--- src/rtl/seg7_scan.sv ---
// Eight-digit hex scanner for a common-anode 7-segment bank, fed from the GPIO
// output word; a frame-wide shadow copy keeps each frame consistent.
module seg7_scan #(
   parameter int unsigned CLK_DIV  = 50000,
   parameter bit          BLANK_LZ = 1'b1
) (
   input  logic        CLK,
   input  logic        RST_N,
   input  logic [31:0] value,
   output logic [7:0]  an,
   output logic [6:0]  seg
);

   localparam int unsigned   PW   = $clog2(CLK_DIV);
   localparam logic [PW-1:0] PMAX = PW'(CLK_DIV - 1);

   logic [PW-1:0] pcnt_q, pcnt_d;
   logic [2:0]    idx_q, idx_d;
   logic [31:0]   shadow_q, shadow_d;
   logic [7:0]    an_q, an_d;
   logic [6:0]    seg_q, seg_d;
   logic          tick_s;
   logic [3:0]    nibble_s;
   logic [31:0]   upper_s;
   logic          blank_s;

   // Active-high segment pattern {g,f,e,d,c,b,a} for one hex nibble
   function automatic logic [6:0] hex_to_seg(input logic [3:0] n);
      logic [6:0] p;
      case (n)
         4'h0:    p = 7'h3F;
         4'h1:    p = 7'h06;
         4'h2:    p = 7'h5B;
         4'h3:    p = 7'h4F;
         4'h4:    p = 7'h66;
         4'h5:    p = 7'h6D;
         4'h6:    p = 7'h7D;
         4'h7:    p = 7'h07;
         4'h8:    p = 7'h7F;
         4'h9:    p = 7'h6F;
         4'hA:    p = 7'h77;
         4'hB:    p = 7'h7C;
         4'hC:    p = 7'h39;
         4'hD:    p = 7'h5E;
         4'hE:    p = 7'h79;
         4'hF:    p = 7'h71;
         default: p = 7'h00;
      endcase
      return p;
   endfunction

   assign tick_s   = (pcnt_q == PMAX);
   assign nibble_s = shadow_q[{idx_q, 2'b00} +: 4];
   assign upper_s  = shadow_q >> {idx_q, 2'b00};

   // Prescaler wrap, scan advance and once-per-frame shadow capture
   always_comb begin
      pcnt_d   = pcnt_q;
      idx_d    = idx_q;
      shadow_d = shadow_q;
      if (tick_s) begin
         pcnt_d = {PW{1'b0}};
         idx_d  = idx_q + 3'd1;
         if (idx_q == 3'd7) begin
            shadow_d = value;
         end else begin
            shadow_d = shadow_q;
         end
      end else begin
         pcnt_d = pcnt_q + PW'(1);
      end
   end

   // Slot decode: digit 0 is always lit so a zero word still shows "0"
   always_comb begin
      blank_s = 1'b0;
      an_d    = 8'hFF;
      seg_d   = 7'h7F;
      if (BLANK_LZ && (idx_q != 3'd0) && (upper_s == 32'd0)) begin
         blank_s = 1'b1;
      end else begin
         blank_s = 1'b0;
      end
      if (blank_s) begin
         an_d  = 8'hFF;
         seg_d = 7'h7F;
      end else begin
         an_d  = ~(8'b0000_0001 << idx_q);
         seg_d = ~hex_to_seg(nibble_s);
      end
   end

   // State and pin registers
   always_ff @(posedge CLK or negedge RST_N) begin
      if (!RST_N) begin
         pcnt_q   <= {PW{1'b0}};
         idx_q    <= 3'd0;
         shadow_q <= 32'd0;
         an_q     <= 8'hFF;
         seg_q    <= 7'h7F;
      end else begin
         pcnt_q   <= pcnt_d;
         idx_q    <= idx_d;
         shadow_q <= shadow_d;
         an_q     <= an_d;
         seg_q    <= seg_d;
      end
   end

   assign an  = an_q;
   assign seg = seg_q;

endmodule

--- config.mk ---
export PLATFORM = sky130hd
export DESIGN_NAME = seg7_scan
export DESIGN_NICKNAME = d
export VERILOG_FILES = /design/src/rtl/seg7_scan.sv
export SDC_FILE = /design/constraint.sdc
export NUM_CORES = 1
export LEC_CHECK = 0
export CAP_MARGIN = 20
export CORE_UTILIZATION = 59
export CTS_CLUSTER_SIZE = 30
export DETAILED_ROUTE_END_ITERATION = 16
export PLACE_DENSITY_LB_ADDON = 0.1
export REMOVE_ABC_BUFFERS = 1
export SYNTH_ARGS = -nofsm -noshare
export SYNTH_HDL_FRONTEND = slang
export SYNTH_SLANG_ARGS = --single-unit
export TNS_END_PERCENT = 10
--- constraint.sdc ---
create_clock -name CLK -period 6.88 [get_ports CLK]
set_clock_uncertainty 0.1 [all_clocks]
set_input_delay 2.064 -clock CLK [delete_from_list [all_inputs] [get_ports CLK]]
set_output_delay 2.064 -clock CLK [all_outputs]
set_load 0.005 [all_outputs]
==> impl_metrics.env <==
export IMPL_drt_iter0_markers=169
export IMPL_htreeDepth=3
export IMPL_cts_tree="done"
export IMPL_worstRegToRegCells=8
export IMPL_antenna_cells=0
export IMPL_fp_dieH_um=77.9
export IMPL_swShare=0.225
export IMPL_timing_hold_violations_final=0
export IMPL_netlist_instances=278
export IMPL_yosysWarnings=0
export IMPL_ys_seq_area_frac=0.491
export IMPL_crit_fanout=1
export IMPL_core_um2=5540
export IMPL_end_kind="output port"
export IMPL_cts_setup_buffers=0
export IMPL_status="finished clean"
export IMPL_post_dp_cell_area_um2=3930
export IMPL_worst_slew_pin_slew_ns=0.800
export IMPL_p_comb_frac=0.087
export IMPL_num_rows=27
export IMPL_path_buf_inv=1
export IMPL_cpPeakStageDelay_ns=0.53
export IMPL_switchingPower_uw=180
export IMPL_layout_commonest_cell="dfrtp_1"
export IMPL_ys_flop_type="dfrtp_1"
export IMPL_cts_hold_buf=0
export IMPL_ys_types=50
export IMPL_tns_ns=0
export IMPL_crit_family="flip-flops"
export IMPL_async_flop_share=1.00
export IMPL_syn_avg_cell_area_um2=12.2
export IMPL_die_area_um2=6070
export IMPL_io_buffers=48
export IMPL_grt_max_degree=67
export IMPL_hold_worst_slack_ns=0.395
export IMPL_numCtsBuffers=9
export IMPL_synth_edf_count=0
export IMPL_p_leak_nw=1.74
export IMPL_crit_type="flip-flop to output port"
export IMPL_ctsRootBufferMaster="clkbuf_8"
export IMPL_post_drt_wl_per_cell_um=15.8
export IMPL_r2r_start="idx_q[0]"
export IMPL_critical_path_required_ns=4.72
export IMPL_hold_depth=1
export IMPL_hp_class="flip-flop to flip-flop"
export IMPL_clock_sinks=66
export IMPL_cp_cell_sequence="clkdlybuf4s50_1"
export IMPL_ir_drop_uv=195
export IMPL_crit_slowest_cell="dfstp_2"
export IMPL_clk_latency_ns=0.34
export IMPL_route_met3_wl_um=212
export IMPL_die_w_um=77.9
export IMPL_viasPerCell=5.74
export IMPL_drc=0
export IMPL_final_setup_viol_count=0
export IMPL_grt_pass1_wl_mm=11.0
export IMPL_r2r_slack_ns=3.64
export IMPL_gp_congestion=0.826
export IMPL_met1_length_mm=2.80
export IMPL_clock_path_buffers=2
export IMPL_grt_ovfl_total=0
export IMPL_rsz0062_at_grt="false"
export IMPL_grt_usage=0.238
export IMPL_synth_seq_cells=66
export IMPL_cts_resized=0
export IMPL_dr_max_layer_used="met4"
export IMPL_synthesis_area_um2=3400
export IMPL_drv_cap=0
export IMPL_worstPathArrival_ns=1.35
export IMPL_maxSlewHeadroom=0.467
export IMPL_ant_nets=0
export IMPL_worstHoldEndpoint="pcnt_q[0]"
export IMPL_start_util=0.614
export IMPL_mostFrequentLayoutCells="51 x dfrtp_1, 47 x clkdlybuf4s50_1, 32 x mux2_2, 28 x nor2_1, 15 x dfstp_2"
export IMPL_intPower_uw=623
export IMPL_post_route_period_util=0.511
export IMPL_finalMaxSlewViolations=0
export IMPL_seqPwrFrac=0.515
export IMPL_wl_mm=6.42
export IMPL_antenna_found_initial=0
export IMPL_layout_nets=376
export IMPL_powerDensity_nw_per_um2=195
export IMPL_grt_pass1_vias=2331
export IMPL_min_from="pcnt_q[0]"
export IMPL_r2r_end="an[1]"
export IMPL_hpwlAfterDp_mm=4.39
export IMPL_wl_met2_mm=3.26
export IMPL_final_area_um2=4120
export IMPL_pwr_share_clk=0.398
export IMPL_num_io_pins=49
export IMPL_critPathLaunchType="flip-flop"
export IMPL_fin_crit_ns=3.51
export IMPL_syn2layout_area_growth_pct=21.3
export IMPL_final_layout_size_suffix_gt1_frac=0.243
export IMPL_max_freq_mhz=285
export IMPL_vias=2329
export IMPL_dr_pass1_iters=4
export IMPL_clk_pin_slew_ns=0.07
## synth_stat cells, types with 4 or more instances
master    n  area share
mux2_2   32        0.11
inv_1     6      0.0066
nor2_1   28       0.031
mux4_2    9       0.060
a21oi_1   6      0.0088
xnor2_1   4       0.010
xor2_1   11       0.028
ha_1     13       0.048
nand3_1   7       0.010
dfrtp_1  51        0.38
dfstp_2  15        0.12
nand2_1  14       0.015
buf_2     7       0.010
nor3_1   12       0.018
## sequential cells by signal, summed over array words and instances, names as in the netlist
name	count
pcnt_q	16
idx_q	3
shadow_q	32
seg	7
an	8
## worst max path at each step
| stage | from | end | slack [ns] | cells after the start |
|---|---|---|---|---|
| global placement | an[6] | an[6] | 3.74 | 1 |
| floorplan | idx_q[0] | seg[4] | 3.82 | 8 |
| finish | an[1] | an[1] | 3.37 | 1 |
| CTS | an[1] | an[1] | 3.35 | 1 |
| detailed placement | idx_q[0] | an[2] | 3.72 | 8 |
| global route | an[1] | an[1] | 3.32 | 1 |
## metal layers
layer	track usage	up-vias
met5	0	-
met4	0.120	0
met3	0.0494	14
met2	0.383	53
met1	0.305	1156
li1	-	1106
## per-stage QoR
stage | power (mW) | cells | utilization | setup WS (ns)
floorplan | 0.449 | 268 | - | 3.82
global placement | 0.488 | 390 | 0.709 | 3.74
detailed placement | 0.491 | 390 | 0.709 | 3.72
CTS | 0.812 | 406 | 0.744 | 3.35
global route | 0.835 | 406 | 0.744 | 3.32
finish | 0.804 | 406 | 0.744 | 3.37
## power groups by stage
stage | sequential, mW | combinational, mW | clock [mW]
finish | 0.414 | 0.0699 | 0.320
global route | 0.415 | 0.0771 | 0.343
CTS | 0.414 | 0.0710 | 0.328
detailed placement | 0.420 | 0.0704 | 0
global placement | 0.420 | 0.0685 | 0
floorplan | 0.418 | 0.0308 | 0
## logic make-up (layout without fill, tap and decap cells)
group	after synthesis	in the layout	share of synthesized area
adders and majority gates	13	13	0.0478
AOI/OAI and AO/OA	31	31	0.0729
muxes	45	45	0.186
buffers and inverters	17	73	0.0236
DFF	66	66	0.491
and+or+nand+nor	91	91	0.140
xor gates and xnor gates	15	15	0.0386
## layout make-up
| cell class | instances | area, µm² |
|---|---|---|
| well taps | 72 | 90.1 |
| clock inverters | 4 | 51.3 |
| clock buffers | 12 | 145 |
| flip-flops and latches | 66 | 1670 |
| multi-input cells | 195 | 1650 |
| inverters | 7 | 26.3 |
| repair buffers | 50 | 490 |
| fillers | 393 | 1420 |
Power figures use the tool's default switching activity.
